File: config.mk
export PLATFORM = sky130hd
export DESIGN_NAME = pc_unit
export DESIGN_NICKNAME = d
export VERILOG_FILES = /design/src/rtl/pc_pkg.sv /design/src/rtl/npc_target_calc.sv /design/src/rtl/pc_unit.sv
export SDC_FILE = /design/constraint.sdc
export NUM_CORES = 1
export LEC_CHECK = 0
export CAP_MARGIN = 10
export CORE_MARGIN = 2
export CORE_UTILIZATION = 35
export CTS_CLUSTER_SIZE = 16
export DETAILED_ROUTE_END_ITERATION = 12
export GPL_TIMING_DRIVEN = 0
export PLACE_DENSITY_LB_ADDON = 0.05
export SETUP_SLACK_MARGIN = 0.2
export SLEW_MARGIN = 20
export SYNTH_ARGS = -nofsm -noshare
export SYNTH_HDL_FRONTEND = slang
export SYNTH_SLANG_ARGS = --single-unit
File: constraint.sdc
create_clock -name clk -period 8.7 [get_ports clk]
set_clock_uncertainty 0.2 [all_clocks]
set_input_delay 1.74 -clock clk [delete_from_list [all_inputs] [get_ports clk]]
set_output_delay 1.74 -clock clk [all_outputs]
set_load 0.01 [all_outputs]
File: src/rtl/pc_pkg.sv
// Shared definitions for the fetch-stage program-counter unit: D-stage
// redirect select encodings and the default reset and exception addresses.
package pc_pkg;

  typedef enum logic [2:0] {
    NPC_SEQ  = 3'd0,
    NPC_BR   = 3'd1,
    NPC_J    = 3'd2,
    NPC_JR   = 3'd3,
    NPC_ERET = 3'd4
  } npc_sel_e;

  localparam logic [31:0] DEFAULT_RESET_PC   = 32'h0000_3000;
  localparam logic [31:0] DEFAULT_EXC_VECTOR = 32'h0000_4180;

endpackage : pc_pkg

File: src/rtl/npc_target_calc.sv
// Combinational redirect-target calculator: branch, jump, jump-register and
// ERET targets from the D-stage instruction fields.
module npc_target_calc
  import pc_pkg::*;
#(
  parameter int unsigned WIDTH = 32
) (
  input  logic [25:0]      imm,
  input  logic [WIDTH-1:0] pc4_d,
  input  logic [WIDTH-1:0] jr_target,
  input  logic [WIDTH-1:0] epc,
  input  logic [2:0]       npc_sel,
  output logic [WIDTH-1:0] target,
  output logic             is_redirect
);

  logic [WIDTH-1:0] branch_off;
  logic [WIDTH-1:0] branch_tgt;
  logic [WIDTH-1:0] jump_tgt;

  assign branch_off = {{(WIDTH-18){imm[15]}}, imm[15:0], 2'b00};
  assign branch_tgt = pc4_d + branch_off;
  assign jump_tgt   = {pc4_d[WIDTH-1:28], imm, 2'b00};

  // is_redirect flags only the selects that may be parked while fetch stalls;
  // ERET still supplies its target here but bypasses the stall in the parent.
  // NOTE: every output is given a default first so no path can infer a latch.
  always_comb begin
    target      = pc4_d;
    is_redirect = 1'b0;
    case (npc_sel)
      NPC_BR: begin
        target      = branch_tgt;
        is_redirect = 1'b1;
      end
      NPC_J: begin
        target      = jump_tgt;
        is_redirect = 1'b1;
      end
      NPC_JR: begin
        target      = jr_target;
        is_redirect = 1'b1;
      end
      NPC_ERET: target = epc;
      default: ;
    endcase
  end

endmodule : npc_target_calc

File: src/rtl/pc_unit.sv
// Fetch-stage PC register with next-PC priority logic, a one-entry buffer for
// redirects resolved while fetch is stalled, and the IF/ID flush flag.
module pc_unit
  import pc_pkg::*;
#(
  parameter int unsigned     WIDTH      = 32,
  parameter logic [WIDTH-1:0] RESET_PC   = WIDTH'(DEFAULT_RESET_PC),
  parameter logic [WIDTH-1:0] EXC_VECTOR = WIDTH'(DEFAULT_EXC_VECTOR)
) (
  input  logic             clk,
  input  logic             reset,
  input  logic             if_stall,
  input  logic [2:0]       npc_sel,
  input  logic [25:0]      imm,
  input  logic [WIDTH-1:0] pc4_d,
  input  logic [WIDTH-1:0] jr_target,
  input  logic [WIDTH-1:0] epc,
  input  logic             exc_req,
  output logic [WIDTH-1:0] pc,
  output logic [WIDTH-1:0] pc4,
  output logic             redirect,
  output logic             pending
);

  logic [WIDTH-1:0] pc_q, pc_d;
  logic [WIDTH-1:0] pend_target_q, pend_target_d;
  logic             pend_valid_q, pend_valid_d;
  logic             redirect_q, redirect_d;

  logic [WIDTH-1:0] target;
  logic             is_redirect;

  npc_target_calc #(
    .WIDTH(WIDTH)
  ) u_target_calc (
    .imm        (imm),
    .pc4_d      (pc4_d),
    .jr_target  (jr_target),
    .epc        (epc),
    .npc_sel    (npc_sel),
    .target     (target),
    .is_redirect(is_redirect)
  );

  assign pc4 = pc_q + WIDTH'(4);

  always_comb begin
    pc_d          = pc_q;
    pend_valid_d  = pend_valid_q;
    pend_target_d = pend_target_q;
    redirect_d    = 1'b0;

    if (exc_req) begin
      pc_d         = EXC_VECTOR;
      redirect_d   = 1'b1;
      pend_valid_d = 1'b0;
    end else if (npc_sel == NPC_ERET) begin
      pc_d         = target;
      redirect_d   = 1'b1;
      pend_valid_d = 1'b0;
    end else if (is_redirect && !if_stall) begin
      pc_d         = target;
      redirect_d   = 1'b1;
      pend_valid_d = 1'b0;
    end else if (is_redirect) begin
      // Park the newest target; an older parked one is stale by definition.
      pend_valid_d  = 1'b1;
      pend_target_d = target;
    end else if (pend_valid_q && !if_stall) begin
      pc_d         = pend_target_q;
      redirect_d   = 1'b1;
      pend_valid_d = 1'b0;
    end else if (!if_stall) begin
      pc_d = pc4;
    end
  end

  // NOTE: state registers use non-blocking assignments so every flop samples
  // the pre-edge values regardless of statement order.
  always_ff @(posedge clk) begin
    if (reset) begin
      pc_q         <= RESET_PC;
      pend_valid_q <= 1'b0;
      redirect_q   <= 1'b0;
    end else begin
      pc_q         <= pc_d;
      pend_valid_q <= pend_valid_d;
      redirect_q   <= redirect_d;
    end
    // NOTE: the buffered target is data qualified by pend_valid_q, so it
    // carries no reset.
    pend_target_q <= pend_target_d;
  end

  assign pc       = pc_q;
  assign redirect = redirect_q;
  assign pending  = pend_valid_q;

endmodule : pc_unit

==> metrics.md, run 1 <==
| Metric | Value |
|---|---|
| Run status | `finished clean` |
| Post-synthesis instance total | `823` |
| Net switching share of the total power | `31.2%` |
| Register bit total from synthesis | `66` |
| Worst path cell trace | `clkdlybuf4s50_1 > ha_1 > and3_1 > nand2_1 > or3_1 > a21oi_1 > or2_1 > xor2_1 > a2bb2oi_1 > nor2_1` |
| Number of global-route vias before repair | `6441` |
| Top cells by area, synth | `sky130_fd_sc_hd__edfxtp_1 (15%), sky130_fd_sc_hd__dfxtp_1 (11%), sky130_fd_sc_hd__nor2_1 (7.2%)` |
| CTS clk-pin slew, worst paths | `0.06 ns` |
| Count of hold buffers inserted by post-cts repair | `0` |
| Post-detailed-routing wire length | `25.3 mm` |
| Switching component of the power | `366 µW` |
| Overall Global Routing Usage | `26.8%` |
| Peak supply drop | `0.0951 mV` |
| Clock buffers created by TritonCTS | `9` |
| Starting DRT DRC Count | `570` |
| Logic gate share of total power | `33.0%` |
| Port buffer count | `191` |
| Combined flip-flop and latch cell area | `0.00164 mm²` |
| Cell at the root of the clock tree | `sky130_fd_sc_hd__clkbuf_16` |
| Routing layer with the top usage in global route | `met2` |
| P&R area growth vs syn | `40.9%` |
| Clk_lat worst skew | `0.33 ns` |
| Worst rel slew slack | `46.2%` |
| Post-layout minimum cycle time | `4.98 ns` |
| Average cell area after synthesis | `7.56 µm²` |
| Sort of element at the start of the critical path | `input port` |
| Final core area utilization | `50.5%` |
| CTS max path bufs | `2` |
| Longest individual stage delay on the worst path | `0.80 ns` |
| GRT overflow | `0` |
| Total of warnings raised by yosys | `0` |
| Sink count of the clock tree | `66` |
| Portion of the clock cycle consumed by the worst path in the final layout | `57.3%` |
| Arrival time at the worst endpoint | `4.86 ns` |
| Chip Height | `137 µm` |
| Number of H-tree levels | `3` |
| Pin count of the biggest net entering global routing | `33` |
| Maximum clock frequency | `0.201 GHz` |
| Count of vias placed by the detailed router | `6968` |
| Residual DRC count | `0` |
| Count of fill cells added during filler insertion | `1784` |
| Critical Path Fanout Max | `16` |
| Internal power | `809 µW` |
| Unrepaired setup endpoints after global routing | `no` |
| EDFF count, synth | `32` |
| Number of antenna violations at the first check in global routing | `0` |
| Pins Over Slew Limit | `0` |
| Post-Synthesis Cell Area | `0.00622 mm²` |
| Min Hold Slack | `0.313 ns` |
| Met3 Usage GRT | `3.57%` |
| Max capacitance violation total | `0` |
| Half-perimeter wire length after placement | `20.9 mm` |
| Cell at the slowest stage of the critical path | `sky130_fd_sc_hd__clkdlybuf4s50_1` |
| First-pass GRT wire length | `37.7 mm` |
| Minimum setup slack in the final design | `3.72 ns` |
| Main synth FF type | `sky130_fd_sc_hd__dfxtp_1` |
| Share of flip-flops with an asynchronous set or reset after synthesis | `0%` |
| Hold violation count in the final report | `0` |
| Final Wtd Congestion | `0.923` |
| Final antenna diode count | `0` |
| Library cells used by synthesis | `80` |
| Fraction of final layout cells with drive strength greater than 1 | `4.76%` |
| Die Wd | `137 µm` |
| Most repeated cell in the gate-level netlist after synthesis | `sky130_fd_sc_hd__nor2_1` |
| Accumulated negative setup slack | `0 ns` |
| Boundary pin count | `195` |
| Number of search-and-repair iterations in the first detailed-routing pass | `5` |
| Sequential cell area fraction in the yosys report | `26.4%` |
| Final nets | `1185` |
| Clock tree from TritonCTS | `done` |
| Antenna Nets Post-Route | `0` |
| Global-route met1 utilization | `39.2%` |
| Class of the worst hold path | `reg -> reg` |
| Power density relative to cell area | `134 mW/mm²` |
| Starting density of the core | `35.8%` |
| Wire length per cell | `20.2 µm` |
| Met2 track demand over resource | `41.0%` |
| Standard-cell row count | `48` |
| Worst R2R Setup Slack | `5.98 ns` |
| PostCTS Resize Cnt | `0` |
| Die Footprint | `0.0189 mm²` |
| Share of the synthesized area in the top cell type | `15.4%` |
| Multi-input combinational cell area | `0.00424 mm²` |
| Count of buffers added by post-CTS timing repair for setup | `0` |
| Library cell occupying the most area in the post-synthesis netlist | `sky130_fd_sc_hd__edfxtp_1` |
| Sequential share of power | `30.7%` |
| Data required, critical path | `8.57 ns` |
| Via count normalized by instance count | `5.55` |
| Minimum setup slack after placement | `3.43 ns` |
| Nets in the synthesized netlist | `983` |
| Leakage Power | `3.35 nW` |
| Top post-synthesis cells by count | `sky130_fd_sc_hd__nor2_1 (120), sky130_fd_sc_hd__a21oi_1 (72), sky130_fd_sc_hd__nand2_1 (69)` |
| Share of power burned in the clock network | `36.3%` |
| Start-to-end type of the worst setup path | `in -> reg` |
| Kind of capture point of the worst setup path | `flip-flop` |
| Final number of setup-violating endpoints | `0` |
| Core Footprint | `0.0174 mm²` |
| Transition time at the pin with the least slew margin | `0.804 ns` |
-- metal layers --
metal,wire length (µm),vias up
met4,537,0
met5,0,-
met3,1680,36
met1,12100,3225
li1,-,3407
met2,11000,300
-- registers in the layout (all words and copies together) (netlist names), named ones only --
| signal | cells |
|---|---|
| pending | 1 |
| pend_target_q | 32 |
| pc | 30 |
| redirect | 1 |
-- final timing paths --
check / cells after the start / start / end
setup / recovery: 10 / imm[15] / pend_target_q[21]
hold / removal: 2 / pc[26] / pc[26]
setup reg to reg: 9 / pc[2] / pc[26]
hold reg to reg: 2 / pc[26] / pc[26]
-- worst max-delay path: cells and delay by family --
kind / cells / cell delay (ns)
buffers and inverters: 1 / 0.80
xor gates and xnor gates: 1 / 0.07
and+or+nand+nor: 5 / 0.98
AOI/OAI and AO/OA: 2 / 0.66
adders and majority gates: 1 / 0.60
-- through the flow --
step	area (µm²)	power, mW	std cells
final	8770	1.17	1255
after global routing	8770	1.23	1255
after CTS	8770	1.17	1255
after detailed placement	8420	0.747	1239
after global placement	8420	0.747	1239
after floorplan	6220	0.574	823
-- layout make-up --
class | count | share of cell area, %
Timing Repair Buffer | 191 | 21.8
Clock inverter | 6 | 1.30
Tap cell | 225 | 3.21
Inverter | 32 | 1.37
Multi-Input combinational cell | 671 | 48.4
Sequential cell | 66 | 18.7
Clock buffer | 10 | 2.73
Buffer | 54 | 2.48
-- power by group through the flow --
stage / combinational (mW) / clock [mW] / sequential [mW]
final: 0.388 / 0.427 / 0.360
after global routing: 0.423 / 0.444 / 0.362
after CTS: 0.383 / 0.429 / 0.360
after detailed placement: 0.381 / 0 / 0.366
after global placement: 0.381 / 0 / 0.366
after floorplan: 0.207 / 0 / 0.367
-- placed cells by master, fill, tap and decap left out, types with 13 or more instances in the layout --
cell type,instances
sky130_fd_sc_hd__a21o_1,16
sky130_fd_sc_hd__ha_1,30
sky130_fd_sc_hd__o21a_1,17
sky130_fd_sc_hd__edfxtp_1,32
sky130_fd_sc_hd__o211ai_1,13
sky130_fd_sc_hd__nand2_1,69
sky130_fd_sc_hd__xor2_1,24
sky130_fd_sc_hd__dfxtp_1,34
sky130_fd_sc_hd__clkdlybuf4s50_1,191
sky130_fd_sc_hd__nor2b_1,19
sky130_fd_sc_hd__clkbuf_1,38
sky130_fd_sc_hd__o21ai_1,17
sky130_fd_sc_hd__o22ai_1,15
sky130_fd_sc_hd__nor2_1,120
sky130_fd_sc_hd__inv_1,32
sky130_fd_sc_hd__o21ai_0,41
sky130_fd_sc_hd__xnor2_1,28
sky130_fd_sc_hd__a211oi_1,23
sky130_fd_sc_hd__nand3_1,25
sky130_fd_sc_hd__a21oi_1,72
-- kinds of logic (layout without fill, tap and decap cells) --
logic type,count (synthesis),in the layout,share of synthesized area [%]
flip-flops,66,66,26.4
buffers and inverters,86,293,5.43
multiplexers,10,10,1.67
XOR/XNOR,53,53,7.58
AND/OR/NAND/NOR,299,299,23.0
adder cells (fa/ha/maj),31,31,6.35
AO/OA/AOI/OAI,278,278,29.5
(Power assumes the default switching activity.)
==> run 2: changes to the inputs <==
Clock period 8.7 ns to 4.2 ns, I/O delays scaled along.
==> metrics.md, run 2 (same netlist as run 1, synthesis figures left out) <==
| Metric | Value |
|---|---|
| Count of vias placed by the detailed router | `6957` |
| Post-detailed-routing wire length | `25.3 mm` |
| Number of H-tree levels | `3` |
| Leading cell type in the layout, fill and taps excluded | `sky130_fd_sc_hd__clkdlybuf4s50_1` |
| Transition time at the pin with the least slew margin | `0.786 ns` |
| Fraction of final layout cells with drive strength greater than 1 | `5.88%` |
| Antenna Nets Post-Route | `0` |
| Final antenna diode count | `0` |
| Number of antenna violations at the first check in global routing | `0` |
| Final cell count without fillers | `1263` |
| Final Wtd Congestion | `0.923` |
| Worst Min Path Start | `pc[31]` |
| Arrival time at the worst endpoint | `3.89 ns` |
| Clock tree from TritonCTS | `done` |
| Maximum clock frequency | `0.258 GHz` |
| Worst rel slew slack | `47.4%` |
| Total design power | `2.44 mW` |
| P&R area growth vs syn | `42.1%` |
| Sort of element at the start of the critical path | `input port` |
| Sink count of the clock tree | `66` |
| Cell at the root of the clock tree | `sky130_fd_sc_hd__clkbuf_16` |
| Portion of the clock cycle consumed by the worst path in the final layout | `92.4%` |
| Start-to-end type of the worst setup path | `in -> reg` |
| Clk_lat worst skew | `0.33 ns` |
| Die Footprint | `0.0189 mm²` |
| Placed insts | `1239` |
| Count of hold buffers inserted by post-cts repair | `0` |
| Core Footprint | `0.0174 mm²` |
| Hold violation count in the final report | `0` |
| Unrepaired setup endpoints after global routing | `no` |
| Number of global-route vias before repair | `6457` |
| Via count normalized by instance count | `5.51` |
| Peak supply drop | `0.196 mV` |
| Number of search-and-repair iterations in the first detailed-routing pass | `5` |
| Wire length per cell | `20.1 µm` |
| Count of fill cells added during filler insertion | `1792` |
| First-pass GRT wire length | `37.7 mm` |
| Max reg flops | `32` |
| Launching instance or port of the critical path | `imm[0]` |
| Min Hold Slack | `0.314 ns` |
| Boundary pin count | `195` |
| Chip Height | `137 µm` |
| Pin count of the biggest net entering global routing | `33` |
| Final number of setup-violating endpoints | `0` |
| Overall Global Routing Usage | `26.8%` |
| Final nets | `1193` |
| CTS clk-pin slew, worst paths | `0.06 ns` |
| Post-layout minimum cycle time | `3.88 ns` |
| GRT overflow | `0` |
| Most frequent cells in the layout | `sky130_fd_sc_hd__clkdlybuf4s50_1 (190), sky130_fd_sc_hd__nor2_1 (120), sky130_fd_sc_hd__a21oi_1 (72), sky130_fd_sc_hd__nand2_1 (69), sky130_fd_sc_hd__o21ai_0 (41)` |
| Class of the worst hold path | `reg -> reg` |
| Data required, critical path | `4.21 ns` |
| Leakage Power | `3.41 nW` |
| Port buffer count | `191` |
| Kind of capture point of the worst setup path | `flip-flop` |
| Starting density of the core | `35.8%` |
| Run status | `finished clean` |
| Register bank with the most flops | `pend_target_q` |
| Pins Over Slew Limit | `0` |
| Power density relative to cell area | `276 mW/mm²` |
| Residual DRC count | `0` |
| Accumulated negative setup slack | `0 ns` |
| Die Wd | `137 µm` |
| Clock buffers created by TritonCTS | `9` |
| Standard-cell row count | `48` |
| FF-to-FF Start | `pc[2]` |
| Critical Path Fanout Max | `6` |
| Max capacitance violation total | `0` |
| Half-perimeter wire length after placement | `20.9 mm` |
| CTS max path bufs | `2` |
| Starting DRT DRC Count | `553` |
-- run 2: repair_timing --
item,4_1_cts,5_1_grt
buffers inserted,3,5
endpoints found under the hold margin,0,0
resized for setup,1,5
endpoints found under the setup margin,4,9
pin swaps,1,2
-- run 2: where the power goes --
group / switching, mW / total [mW] / internal, mW
sequential: 0.0297 / 0.746 / 0.716
clock: 0.289 / 0.886 / 0.597
combinational: 0.441 / 0.806 / 0.365
-- run 2: critical path, cell delays in order --
cell and delay (ns):
sky130_fd_sc_hd__clkdlybuf4s50_1 0.49, sky130_fd_sc_hd__ha_1 0.23, sky130_fd_sc_hd__inv_1 0.07, sky130_fd_sc_hd__fa_1 0.41, sky130_fd_sc_hd__nand2b_1 0.20, sky130_fd_sc_hd__a21oi_2 0.24, sky130_fd_sc_hd__o21ai_2 0.13, sky130_fd_sc_hd__a21boi_4 0.26
sky130_fd_sc_hd__a31oi_1 0.20, sky130_fd_sc_hd__or4b_1 0.53, sky130_fd_sc_hd__nand3_1 0.15, sky130_fd_sc_hd__o21a_1 0.14
-- run 2: final timing paths --
path / to / cells past startpoint / slack [ns]
setup / recovery: pend_target_q[24] / 12 / 0.32
hold / removal: pc[31] / 2 / 0.31
setup reg to reg: pc[24] / 10 / 1.65
hold reg to reg: pc[31] / 2 / 0.31
-- run 2: final cells by class --
cell class	count	area [µm²]	share of cell area, %
buffer	54	218	2.46
clock buffer	10	239	2.70
clock inverter	6	114	1.29
inverter	32	120	1.36
multi-input combinational	671	4260	48.2
sequential	66	1640	18.6
tap	225	282	3.18
timing repair buffer	199	1970	22.2
-- run 2: per-layer routing --
layer  up-vias  share of wire [%]  global-route usage [%]
met3        40                6.6                    3.57
met5         -                  0                       0
met2       302                 44                    41.0
met1      3191                 47                    39.2
met4         0                2.3                    8.08
li1       3424                  -                       -
-- run 2: metrics by stage --
stage,cell area [µm²],setup slack (ns),utilization (%)
after floorplan,6220,0.952,-
after global placement,8420,-0.241,48.5
after detailed placement,8420,-0.170,48.5
after CTS,8790,0.234,50.6
after global routing,8840,0.253,51.0
final,8840,0.320,51.0
==> run 3: changes to the inputs <==
Settings changed: DONT_BUFFER_PORTS from default to 1, SYNTH_HIERARCHICAL from default to 1.
==> metrics.md, run 3 <==
| Metric | Value |
|---|---|
| Count of cells along the worst hold path | `2` |
| P&R area growth vs syn | `10.3%` |
| PostCTS Resize Cnt | `2` |
| Fraction of final layout cells with drive strength greater than 1 | `6.01%` |
| Top post-synthesis cells by count | `sky130_fd_sc_hd__nor2_1 (96), sky130_fd_sc_hd__nand2_1 (89), sky130_fd_sc_hd__a21oi_1 (73)` |
| EDFF count, synth | `32` |
| Total of warnings raised by yosys | `6` |
| Class of the worst hold path | `reg -> reg` |
| Max capacitance violation total | `0` |
| Final Wtd Congestion | `0.921` |
| Share of the synthesized area in the top cell type | `15.0%` |
| Nets in the synthesized netlist | `1008` |
| Register bit total from synthesis | `66` |
| Accumulated negative setup slack | `0 ns` |
| Share of flip-flops with an asynchronous set or reset after synthesis | `0%` |
| Count of vias placed by the detailed router | `6808` |
| Minimum setup slack in the final design | `0.361 ns` |
| GRT overflow | `0` |
| Run status | `finished clean` |
| Unrepaired setup endpoints after global routing | `yes` |
| Sort of element at the start of the critical path | `input port` |
| Starting density of the core | `35.7%` |
| CTS max path bufs | `2` |
| Hold violation count in the final report | `0` |
| Final number of setup-violating endpoints | `0` |
| Boundary pin count | `195` |
| Register bank with the most flops | `pend_target_q` |
| Peak supply drop | `0.255 mV` |
| Area of all placed cells without fillers | `0.00707 mm²` |
| Worst Reg2Reg Path Length in Cells | `6` |
| Leading cell type in the layout, fill and taps excluded | `sky130_fd_sc_hd__nor2_1` |
| Via count normalized by instance count | `6.22` |
| Worst rel slew slack | `48.3%` |
| Residual DRC count | `0` |
| Max reg flops | `32` |
| Start-to-end type of the worst setup path | `in -> reg` |
| Met2 track demand over resource | `42.8%` |
| Most repeated cell in the gate-level netlist after synthesis | `sky130_fd_sc_hd__nor2_1` |
| Half-perimeter wire length after placement | `20.9 mm` |
| Starting DRT DRC Count | `609` |
| Placed standard-cell area | `0.00672 mm²` |
| Sink count of the clock tree | `66` |
| Port buffer count | `0` |
| Global-route met1 utilization | `33.2%` |
| Kind of capture point of the worst setup path | `flip-flop` |
| Maximum clock frequency | `0.261 GHz` |
| Wire length per cell | `23.6 µm` |
| Final nets | `1020` |
| Data required, critical path | `4.27 ns` |
| Post-layout minimum cycle time | `3.84 ns` |
| Number of search-and-repair iterations in the first detailed-routing pass | `7` |
| Minimum setup slack after placement | `-0.514 ns` |
| Pins Over Slew Limit | `0` |
| Clock tree from TritonCTS | `done` |
| Critical Path Fanout Max | `10` |
| Post-detailed-routing wire length | `25.8 mm` |
| Sequential cell area fraction in the yosys report | `25.6%` |
| Standard-cell row count | `49` |
| Number of H-tree levels | `3` |
| First-pass GRT wire length | `38.7 mm` |
| Antenna Nets Post-Route | `0` |
| Overall Global Routing Usage | `25.6%` |
| Pin count of the biggest net entering global routing | `30` |
| Main synth FF type | `sky130_fd_sc_hd__dfxtp_1` |
| Count of hold buffers inserted by post-cts repair | `0` |
| Met3 Usage GRT | `5.54%` |
| Post-Synthesis Cell Area | `0.00641 mm²` |
| Portion of the clock cycle consumed by the worst path in the final layout | `91.4%` |
| Arrival time at the worst endpoint | `3.90 ns` |
| CTS clk-pin slew, worst paths | `0.05 ns` |
| Clock buffers created by TritonCTS | `9` |
| Top cells by area, synth | `sky130_fd_sc_hd__edfxtp_1 (15%), sky130_fd_sc_hd__dfxtp_1 (11%), sky130_fd_sc_hd__ha_1 (5.9%)` |
| Clk_lat worst skew | `0.33 ns` |
| Number of global-route vias before repair | `6560` |
| Die Footprint | `0.0194 mm²` |
| Cell at the root of the clock tree | `sky130_fd_sc_hd__clkbuf_16` |
| Most frequent cells in the layout | `sky130_fd_sc_hd__nor2_1 (95), sky130_fd_sc_hd__nand2_1 (89), sky130_fd_sc_hd__a21oi_1 (73), sky130_fd_sc_hd__o21ai_0 (60), sky130_fd_sc_hd__clkbuf_1 (39)` |
| Average cell area after synthesis | `7.56 µm²` |
| Number of antenna violations at the first check in global routing | `1` |
| Transition time at the pin with the least slew margin | `0.776 ns` |
| Leakage Power | `2.58 nW` |
| Count of buffers added by post-CTS timing repair for setup | `0` |
| Chip Height | `139 µm` |
| Routing layer with the top usage in global route | `met2` |
| Die Wd | `139 µm` |
| Library cells used by synthesis | `82` |
| Power density relative to cell area | `319 mW/mm²` |
| Core Footprint | `0.0180 mm²` |
| Post-synthesis instance total | `848` |
| Library cell occupying the most area in the post-synthesis netlist | `sky130_fd_sc_hd__edfxtp_1` |
-- run 3: cell count changes after synthesis, sizes merged, moves of 10 or more --
cell	delta
inv	-16
a211oi	-14
nor2	-25
nor2b	+11
a221oi	+11
o22ai	+12
nand2	+19
o211ai	-10
-- run 3: stage by stage --
stage          util, %  total power, mW  hold slack (ns)  cells
3_5_place_dp      37.4             1.38            0.315   1078
6_report          39.4             2.26            0.317   1095
2_1_floorplan        -             1.21            0.289    848
5_1_grt           39.3             2.36            0.361   1094
3_3_place_gp      37.3             1.37            0.313   1077
4_1_cts           39.3             2.25            0.321   1094
-- run 3: critical path, stage by stage --
cell and delay (ns):
sky130_fd_sc_hd__clkbuf_1 0.45, sky130_fd_sc_hd__buf_1 0.49, sky130_fd_sc_hd__buf_2 0.39, sky130_fd_sc_hd__nor2_1 0.19, sky130_fd_sc_hd__nor2b_2 0.32, sky130_fd_sc_hd__clkbuf_2 0.32
sky130_fd_sc_hd__clkbuf_1 0.38, sky130_fd_sc_hd__nand3_1 0.20, sky130_fd_sc_hd__o311ai_2 0.10, sky130_fd_sc_hd__nand2_1 0.10, sky130_fd_sc_hd__a21oi_2 0.12
-- run 3: report_power, final --
part	internal (mW)	switching, mW
combinational	0.231	0.395
clock	0.594	0.279
sequential	0.716	0.0427
total	1.54	0.716
-- run 3: area by class of cell --
| type | count | area, µm² |
|---|---|---|
| Multi-Input combinational cell | 715 | 4510 |
| Tap cell | 229 | 287 |
| Antenna cell | 1 | 2.50 |
| Buffer | 50 | 204 |
| Sequential cell | 66 | 1640 |
| Timing Repair Buffer | 1 | 20.0 |
| Clock buffer | 11 | 243 |
| Fill cell | 1885 | 10900 |
| Inverter | 17 | 63.8 |
| Clock inverter | 5 | 101 |
-- run 3: cells by family after synthesis --
kind of cell,Yosys count,synth area share [%]
simple gates,346,26.6
flops,66,25.6
compound gates,283,29.8
buf+inv,67,4.14
xor+xnor,46,6.29
mux,9,1.46
fa+ha+maj,31,6.17
-- run 3: metal layers --
metal	part of all wire, %	routed length [µm]	vias to the layer above
met2	47	12200	352
li1	-	-	3194
met5	0	0	-
met1	42	10900	3227
met3	8.7	2250	35
met4	2.2	574	0
-- run 3: final timing paths --
| path | startpoint | to | slack (ns) |
|---|---|---|---|
| worst max-delay path | npc_sel[2] | pc[30] | 0.36 |
| worst min-delay path | flip-flop | flip-flop | 0.32 |
| worst max register to register | pc[4] | pc[23] | 1.33 |
| worst min register to register | flip-flop | flip-flop | 0.32 |
